[src/rtl/casez_match_arbiter_pkg.sv]
// casez_arb_pkg: shared types for the casez match arbiter.
//   state_t : arbiter FSM states (IDLE / SCAN / RESP)
//   rule_t  : one rule table entry {value, care, en}
// RULE_W sets the rule/key bit width; the top's WIDTH parameter defaults to it
// and must stay equal to it, because rule_t is a fixed-width packed struct.
package casez_arb_pkg;

  localparam int RULE_W = 3;

  typedef enum logic [1:0] {
    IDLE = 2'd0,
    SCAN = 2'd1,
    RESP = 2'd2
  } state_t;

  typedef struct packed {
    logic [RULE_W-1:0] value;
    logic [RULE_W-1:0] care;  // 0 = wildcard bit in the rule
    logic              en;
  } rule_t;

endpackage

[src/rtl/casez_match_arbiter_if.sv]
// casez_arb_if: request, response and rule-config bundle of the arbiter.
//   req_valid/req_key/req_dc/req_ready : per-requester lookup handshake
//   rsp_valid/rsp_ready/rsp_id/rsp_hit/rsp_rule : shared response channel
//   cfg_we/cfg_idx/cfg_value/cfg_care/cfg_en/cfg_busy : rule table writes
//   last_rule : sticky index of the last hit (0 when that feature is off)
// Modports: master = requesters/configurator side, slave = arbiter side.
interface casez_arb_if #(
  parameter int NREQ   = 4,
  parameter int WIDTH  = 3,
  parameter int NRULES = 4
);
  localparam int IDW = $clog2(NREQ);
  localparam int RW  = $clog2(NRULES);

  logic [NREQ-1:0]       req_valid;
  logic [NREQ*WIDTH-1:0] req_key;
  logic [NREQ*WIDTH-1:0] req_dc;
  logic [NREQ-1:0]       req_ready;
  logic                  rsp_valid;
  logic                  rsp_ready;
  logic [IDW-1:0]        rsp_id;
  logic                  rsp_hit;
  logic [RW-1:0]         rsp_rule;
  logic                  cfg_we;
  logic [RW-1:0]         cfg_idx;
  logic [WIDTH-1:0]      cfg_value;
  logic [WIDTH-1:0]      cfg_care;
  logic                  cfg_en;
  logic                  cfg_busy;
  logic [RW-1:0]         last_rule;

  modport master (
    output req_valid, req_key, req_dc, rsp_ready,
    output cfg_we, cfg_idx, cfg_value, cfg_care, cfg_en,
    input  req_ready, rsp_valid, rsp_id, rsp_hit, rsp_rule, cfg_busy, last_rule
  );

  modport slave (
    input  req_valid, req_key, req_dc, rsp_ready,
    input  cfg_we, cfg_idx, cfg_value, cfg_care, cfg_en,
    output req_ready, rsp_valid, rsp_id, rsp_hit, rsp_rule, cfg_busy, last_rule
  );

endinterface

[src/rtl/casez_match_arbiter_rr_pick.sv]
// casez_rr_pick: combinational round-robin selector. Finds the first set bit
// of req at or after ptr, wrapping modulo NREQ (NREQ need not be a power of 2).
//   req : request vector
//   ptr : round-robin start position
//   any : at least one request set
//   idx : winning index (0 when any=0)
module casez_rr_pick #(
  parameter int NREQ = 4,
  parameter int IDW  = $clog2(NREQ)
) (
  input  logic [NREQ-1:0] req,
  input  logic [IDW-1:0]  ptr,
  output logic            any,
  output logic [IDW-1:0]  idx
);

  // cand[gi] = (ptr + gi) mod NREQ, i.e. the gi-th position in search order
  logic [IDW-1:0] cand [NREQ];

  genvar gi;
  generate
    for (gi = 0; gi < NREQ; gi++) begin : g_cand
      logic [IDW:0] sum;
      assign sum = {1'b0, ptr} + (IDW+1)'(gi);
      assign cand[gi] = (sum >= (IDW+1)'(NREQ)) ? IDW'(sum - (IDW+1)'(NREQ))
                                                : sum[IDW-1:0];
    end
  endgenerate

  // Walk from the far end so the nearest candidate to ptr is the last writer.
  always_comb begin
    any = 1'b0;
    idx = '0;
    for (int i = NREQ - 1; i >= 0; i--) begin
      if (req[cand[i]]) begin
        any = 1'b1;
        idx = cand[i];
      end
    end
  end

endmodule

[src/rtl/casez_match_arbiter.sv]
// casez_match_arbiter: one casez-style priority match unit shared by NREQ
// requesters. A granted key is compared against rules one per cycle, lowest
// index first; the first enabled rule with ((key^value) & care & ~dc)==0 hits.
// Ports:
//   clk, rst : clock and synchronous active-high reset
//   bus      : casez_arb_if slave (request / response / config / last_rule)
// Optional feature: define CASEZ_ARB_LAST_RESULT_EN to build the sticky
// last_rule register; otherwise last_rule is constant 0.
module casez_match_arbiter
  import casez_arb_pkg::*;
#(
  parameter int NREQ   = 4,
  parameter int WIDTH  = RULE_W,
  parameter int NRULES = 4
) (
  input  logic       clk,
  input  logic       rst,
  casez_arb_if.slave bus
);

  localparam int IDW = $clog2(NREQ);
  localparam int RW  = $clog2(NRULES);

  state_t           state_reg;
  logic [IDW-1:0]   rr_ptr_reg;
  logic [IDW-1:0]   id_reg;
  logic [WIDTH-1:0] key_reg;
  logic [WIDTH-1:0] dc_reg;
  logic [RW-1:0]    cnt_reg;
  logic [RW-1:0]    rule_reg;
  logic             hit_reg;
  logic             valid_reg;
  logic             busy_reg;
  rule_t            rules_reg [NRULES];

  logic [WIDTH-1:0] key_arr [NREQ];
  logic [WIDTH-1:0] dc_arr  [NREQ];
  logic             pick_any;
  logic [IDW-1:0]   pick_idx;
  rule_t            cur_rule;
  logic             match;

  genvar gi;
  generate
    for (gi = 0; gi < NREQ; gi++) begin : g_req
      assign key_arr[gi] = bus.req_key[gi*WIDTH +: WIDTH];
      assign dc_arr[gi]  = bus.req_dc[gi*WIDTH +: WIDTH];
      // Accept pulse only in the IDLE cycle that commits the grant.
      assign bus.req_ready[gi] = !rst && (state_reg == IDLE) && pick_any &&
                                 (pick_idx == IDW'(gi));
    end
  endgenerate

  casez_rr_pick #(.NREQ(NREQ), .IDW(IDW)) u_pick (
    .req (bus.req_valid),
    .ptr (rr_ptr_reg),
    .any (pick_any),
    .idx (pick_idx)
  );

  assign cur_rule = rules_reg[cnt_reg];
  assign match    = cur_rule.en &&
                    (((key_reg ^ cur_rule.value) & cur_rule.care & ~dc_reg) == '0);

  function automatic logic [IDW-1:0] next_id(input logic [IDW-1:0] id);
    logic [IDW:0] s;
    s = {1'b0, id} + 1'b1;
    return (s == (IDW+1)'(NREQ)) ? '0 : s[IDW-1:0];
  endfunction

  always_ff @(posedge clk) begin
    if (rst) begin
      state_reg  <= IDLE;
      rr_ptr_reg <= '0;
      id_reg     <= '0;
      key_reg    <= '0;
      dc_reg     <= '0;
      cnt_reg    <= '0;
      rule_reg   <= '0;
      hit_reg    <= 1'b0;
      valid_reg  <= 1'b0;
      busy_reg   <= 1'b0;
      for (int i = 0; i < NRULES; i++) begin
        rules_reg[i] <= '0;
      end
    end else begin
      case (state_reg)
        IDLE: begin
          // The write lands on the same edge as a grant, so the scan that
          // starts next cycle already sees the new rule.
          if (bus.cfg_we) begin
            rules_reg[bus.cfg_idx] <= '{value: bus.cfg_value,
                                        care:  bus.cfg_care,
                                        en:    bus.cfg_en};
          end
          if (pick_any) begin
            key_reg   <= key_arr[pick_idx];
            dc_reg    <= dc_arr[pick_idx];
            id_reg    <= pick_idx;
            cnt_reg   <= '0;
            busy_reg  <= 1'b1;
            state_reg <= SCAN;
          end
        end
        SCAN: begin
          if (match) begin
            hit_reg   <= 1'b1;
            rule_reg  <= cnt_reg;
            valid_reg <= 1'b1;
            state_reg <= RESP;
          end else if (cnt_reg == RW'(NRULES - 1)) begin
            hit_reg   <= 1'b0;
            rule_reg  <= '0;
            valid_reg <= 1'b1;
            state_reg <= RESP;
          end else begin
            cnt_reg <= cnt_reg + 1'b1;
          end
        end
        RESP: begin
          if (bus.rsp_ready) begin
            valid_reg  <= 1'b0;
            busy_reg   <= 1'b0;
            rr_ptr_reg <= next_id(id_reg);
            state_reg  <= IDLE;
          end
        end
        default: state_reg <= IDLE;
      endcase
    end
  end

  assign bus.rsp_valid = valid_reg;
  assign bus.rsp_id    = id_reg;
  assign bus.rsp_hit   = hit_reg;
  assign bus.rsp_rule  = rule_reg;
  assign bus.cfg_busy  = busy_reg;

`ifdef CASEZ_ARB_LAST_RESULT_EN
  logic [RW-1:0] last_rule_reg;

  // Loads on the edge that enters RESP with a hit; misses leave it alone.
  always_ff @(posedge clk) begin
    if (rst) begin
      last_rule_reg <= '0;
    end else if (state_reg == SCAN && match) begin
      last_rule_reg <= cnt_reg;
    end
  end

  assign bus.last_rule = last_rule_reg;
`else
  assign bus.last_rule = '0;
`endif

endmodule
[src/flat_wrapper.sv]
// flat-port wrapper written by rule: the top's interface ports become plain ports
module casez_match_arbiter_flat import casez_arb_pkg::*;
#(
  parameter int NREQ   = 4,
  parameter int WIDTH  = RULE_W,
  parameter int NRULES = 4
)
  (clk, rst, bus_req_valid, bus_req_key, bus_req_dc, bus_rsp_ready, bus_cfg_we, bus_cfg_idx, bus_cfg_value, bus_cfg_care, bus_cfg_en, bus_req_ready, bus_rsp_valid, bus_rsp_id, bus_rsp_hit, bus_rsp_rule, bus_cfg_busy, bus_last_rule);
  casez_arb_if #(.NREQ(NREQ), .WIDTH(WIDTH), .NRULES(NRULES)) bus_i ();
  input  logic clk;
  input  logic rst;
  input wire logic [$bits(bus_i.req_valid)-1:0] bus_req_valid;
  input wire logic [$bits(bus_i.req_key)-1:0] bus_req_key;
  input wire logic [$bits(bus_i.req_dc)-1:0] bus_req_dc;
  input wire logic [$bits(bus_i.rsp_ready)-1:0] bus_rsp_ready;
  input wire logic [$bits(bus_i.cfg_we)-1:0] bus_cfg_we;
  input wire logic [$bits(bus_i.cfg_idx)-1:0] bus_cfg_idx;
  input wire logic [$bits(bus_i.cfg_value)-1:0] bus_cfg_value;
  input wire logic [$bits(bus_i.cfg_care)-1:0] bus_cfg_care;
  input wire logic [$bits(bus_i.cfg_en)-1:0] bus_cfg_en;
  output wire logic [$bits(bus_i.req_ready)-1:0] bus_req_ready;
  output wire logic [$bits(bus_i.rsp_valid)-1:0] bus_rsp_valid;
  output wire logic [$bits(bus_i.rsp_id)-1:0] bus_rsp_id;
  output wire logic [$bits(bus_i.rsp_hit)-1:0] bus_rsp_hit;
  output wire logic [$bits(bus_i.rsp_rule)-1:0] bus_rsp_rule;
  output wire logic [$bits(bus_i.cfg_busy)-1:0] bus_cfg_busy;
  output wire logic [$bits(bus_i.last_rule)-1:0] bus_last_rule;
  assign bus_i.req_valid = bus_req_valid;
  assign bus_i.req_key = bus_req_key;
  assign bus_i.req_dc = bus_req_dc;
  assign bus_i.rsp_ready = bus_rsp_ready;
  assign bus_i.cfg_we = bus_cfg_we;
  assign bus_i.cfg_idx = bus_cfg_idx;
  assign bus_i.cfg_value = bus_cfg_value;
  assign bus_i.cfg_care = bus_cfg_care;
  assign bus_i.cfg_en = bus_cfg_en;
  assign bus_req_ready = bus_i.req_ready;
  assign bus_rsp_valid = bus_i.rsp_valid;
  assign bus_rsp_id = bus_i.rsp_id;
  assign bus_rsp_hit = bus_i.rsp_hit;
  assign bus_rsp_rule = bus_i.rsp_rule;
  assign bus_cfg_busy = bus_i.cfg_busy;
  assign bus_last_rule = bus_i.last_rule;
  casez_match_arbiter #(.NREQ(NREQ), .WIDTH(WIDTH), .NRULES(NRULES)) u_core (.clk(clk), .rst(rst), .bus(bus_i));
endmodule
[config.mk]
export PLATFORM = sky130hd
export DESIGN_NAME = casez_match_arbiter_flat
export DESIGN_NICKNAME = d
export VERILOG_FILES = /design/src/rtl/casez_match_arbiter_pkg.sv /design/src/rtl/casez_match_arbiter_if.sv /design/src/rtl/casez_match_arbiter_rr_pick.sv /design/src/rtl/casez_match_arbiter.sv /design/src/flat_wrapper.sv
export SDC_FILE = /design/constraint.sdc
export NUM_CORES = 1
export LEC_CHECK = 0
export BUFFER_PORTS_ARGS = -buffer_cell sky130_fd_sc_hd__buf_2
export CAP_MARGIN = 20
export CORE_UTILIZATION = 50
export DETAILED_ROUTE_END_ITERATION = 12
export PLACE_DENSITY_LB_ADDON = 0.08
export SLEW_MARGIN = 30
export SYNTH_ARGS = -nofsm -noshare
export SYNTH_HDL_FRONTEND = slang
export SYNTH_SLANG_ARGS = --single-unit
[constraint.sdc]
create_clock -name clk -period 6 [get_ports clk]
set_input_delay 0.3 -clock clk [delete_from_list [all_inputs] [get_ports clk]]
set_output_delay 0.3 -clock clk [all_outputs]
set_load 0.05 [all_outputs]
==> flow_metrics.env <==
export IMPL_outcome="completed"
export IMPL_rsz0062_at_grt="no"
export IMPL_hpwl_mm=3.52
export IMPL_setup_viol=0
export IMPL_clkSlewWorstSetupHoldPaths_ps=90
export IMPL_areaGrowthSynthToFinish_pct=15.0
export IMPL_yosys_warnings=0
export IMPL_grt_pass1_vias=1618
export IMPL_synthAdderAreaFrac_pct=2.38
export IMPL_p_per_area_nw_per_um2=313
export IMPL_synth_compound_area_share_pct=11.8
export IMPL_synthDistinctLibCells=47
export IMPL_grt_overflow=0
export IMPL_worstMarginPinSlew_ps=770
export IMPL_cts_buffers=5
export IMPL_dr_first_iter_drc_count=72
export IMPL_cts_sinks=49
export IMPL_syn_cell_area_um2=2630
export IMPL_io_buffers=51
export IMPL_cts_buffer_depth=2
export IMPL_worstSetupPathType="reg2reg"
export IMPL_cp_data_required_time_ps=6210
export IMPL_io_pins=54
export IMPL_cp_max_fo=20
export IMPL_viasPerCell=5.20
export IMPL_synthSimpleGateAreaFrac_pct=20.8
export IMPL_largest_reg_flops=28
export IMPL_die_height_um=74.5
export IMPL_track_usage_pct=18.1
export IMPL_dieArea_um2=5540
export IMPL_maxCapViolCount=0
export IMPL_cts_root_buffer="clkbuf_8"
export IMPL_fmax_ghz=0.387
export IMPL_pre_cts_ws_ps=3430
export IMPL_grt_pass1_wl_mm=7.40
export IMPL_worst_slack_ps=3410
export IMPL_rows=26
export IMPL_cts_hold_buf=0
export IMPL_min_period_over_period_pct=43.1
export IMPL_die_w_um=74.5
export IMPL_synthCells=254
export IMPL_synth_xor_area_share_pct=0.334
export IMPL_pwr_share_comb_pct=32.5
export IMPL_fill_cells=441
export IMPL_clk_latency_ps=290
export IMPL_synth_commonest_cells="28 x and2_1, 28 x edfxtp_1, 27 x mux2i_1"
export IMPL_pwr_share_seq_pct=47.6
export IMPL_p_switching_mw=0.336
export IMPL_cts_resized=0
export IMPL_finalSetupTns_ps=0
export IMPL_antenna_found_initial=0
export IMPL_route_detailed_drc=0
export IMPL_utilization_pct=59.5
export IMPL_switching_share_pct=35.5
export IMPL_synth_edf_count=28
export IMPL_synth_top_area_share_pct=32.0
export IMPL_cts_max_level=2
export IMPL_routed_wirelength_mm=4.76
export IMPL_core_um2=5070
export IMPL_power_leakage_nw=1.24
export IMPL_synthArstFlopShare_pct=0
export IMPL_grt_max_degree=36
export IMPL_ys_seq_elements=49
export IMPL_synth_area_mux_share_pct=12.2
export IMPL_cp_end_kind="register"
export IMPL_intPower_mw=0.609
export IMPL_gp_congestion=0.767
export IMPL_ir_drop_uv=170
export IMPL_arrival_ps=2790
export IMPL_seq_area_frac_synth_pct=48.0
export IMPL_hold_violations=0
export IMPL_drtAntennaViolNets=0
export IMPL_power_mw=0.945
export IMPL_post_drt_wl_per_cell_um=12.7
export IMPL_hp_class="in2reg"
export IMPL_synth_avg_cell_area_um2=10.3
export IMPL_p_clk_share_pct=19.9
export IMPL_cts_tree="yes"
export IMPL_synthFlopType="edfxtp_1"
export IMPL_finalCriticalPeriod_ps=2590
export IMPL_start_util_pct=51.7
export IMPL_drtPass1Iterations=4
export IMPL_ys_top_cells_by_area="edfxtp_1 32%, dfxtp_1 16%, mux2i_1 10%"
export IMPL_nNetsFinal=350
export IMPL_layout_drive_gt1_share_pct=22.0
export IMPL_relSlewSlack_pct=48.6
export IMPL_vias=1949
export IMPL_yosysTopAreaCell="edfxtp_1"
export IMPL_fin_skew_ps=3.22
export IMPL_postCtsSetupBuffers=0
export IMPL_worstSetupStartpointType="register"
export IMPL_diodes=0
export IMPL_slew_viol_final=0
export IMPL_synth_top_family_by_area="simple AND/OR/NAND/NOR gates"
==> per-layer routing <==
metal  up-vias  GRT usage [%]  part of all wire [%]
met2        62           29.8                    44
li1       1023              -                     -
met5         -              0                     0
met4         0           5.03                  0.88
met3         4           4.34                   6.6
met1       860           23.8                    48
==> stage by stage <==
| step | std cells | area (um2) | hold WS [ps] |
|---|---|---|---|
| after CTS | 375 | 3020 | 281 |
| after global routing | 375 | 3020 | 291 |
| after floorplan | 255 | 2630 | 460 |
| final | 375 | 3020 | 294 |
| after global placement | 367 | 2930 | 442 |
| after detailed placement | 367 | 2930 | 445 |
==> final timing paths <==
path | slack (ps) | cells after the start | start | to
worst max-delay path | 3410 | 7 | register | u_core.state_reg[0]
worst min-delay path | 290 | 3 | bus_rsp_ready | u_core.rr_ptr_reg[1]
worst max register to register | 3410 | 7 | register | u_core.state_reg[0]
worst min register to register | 450 | 2 | u_core.bus.rsp_hit | u_core.bus.rsp_hit
==> final cells by class <==
type	count	area (um2)	area share, %
Tap cell	70	87.6	2.90
Clock inverter	2	13.8	0.456
Timing Repair Buffer	54	278	9.20
Sequential cell	49	1260	41.8
Clock buffer	6	72.6	2.40
Inverter	14	52.6	1.74
Multi-Input combinational cell	180	1250	41.5
==> power groups by stage <==
stage | logic (mW) | registers [mW] | clock network [mW]
finish | 0.307 | 0.450 | 0.188
CTS | 0.311 | 0.450 | 0.194
floorplan | 0.233 | 0.464 | 0
detailed placement | 0.309 | 0.458 | 0
global route | 0.344 | 0.457 | 0.207
global placement | 0.307 | 0.457 | 0
==> critical path: stages, from the launching register on <==
cell	delay [ps]
dfxtp_1	760
and3b_1	250
a311oi_1	230
a2111oi_0	100
nor3b_1	370
a31oi_1	210
or4b_1	490
o31ai_1	80
==> placed cells by master (no fill, tap or decap), types with 5 or more instances in the layout <==
cell type,netlist,routed
dfxtp_1,21,21
edfxtp_1,28,28
a21oi_1,11,11
nand2b_1,8,8
buf_2,2,51
nand2_1,15,15
clkbuf_8,0,5
and2_1,28,28
mux2i_1,27,27
ha_1,5,5
inv_1,13,13
nor2_1,23,23
==> kinds of logic (layout without fill, tap and decap cells) <==
| family | Yosys count | after routing |
|---|---|---|
| buf+inv | 26 | 76 |
| simple gates | 99 | 99 |
| compound gates | 44 | 44 |
| other cells | 1 | 2 |
| xor+xnor | 1 | 1 |
| mux | 29 | 29 |
| flops | 49 | 49 |
| fa+ha+maj | 5 | 5 |
No activity file was read; power rests on OpenSTA's default activity.
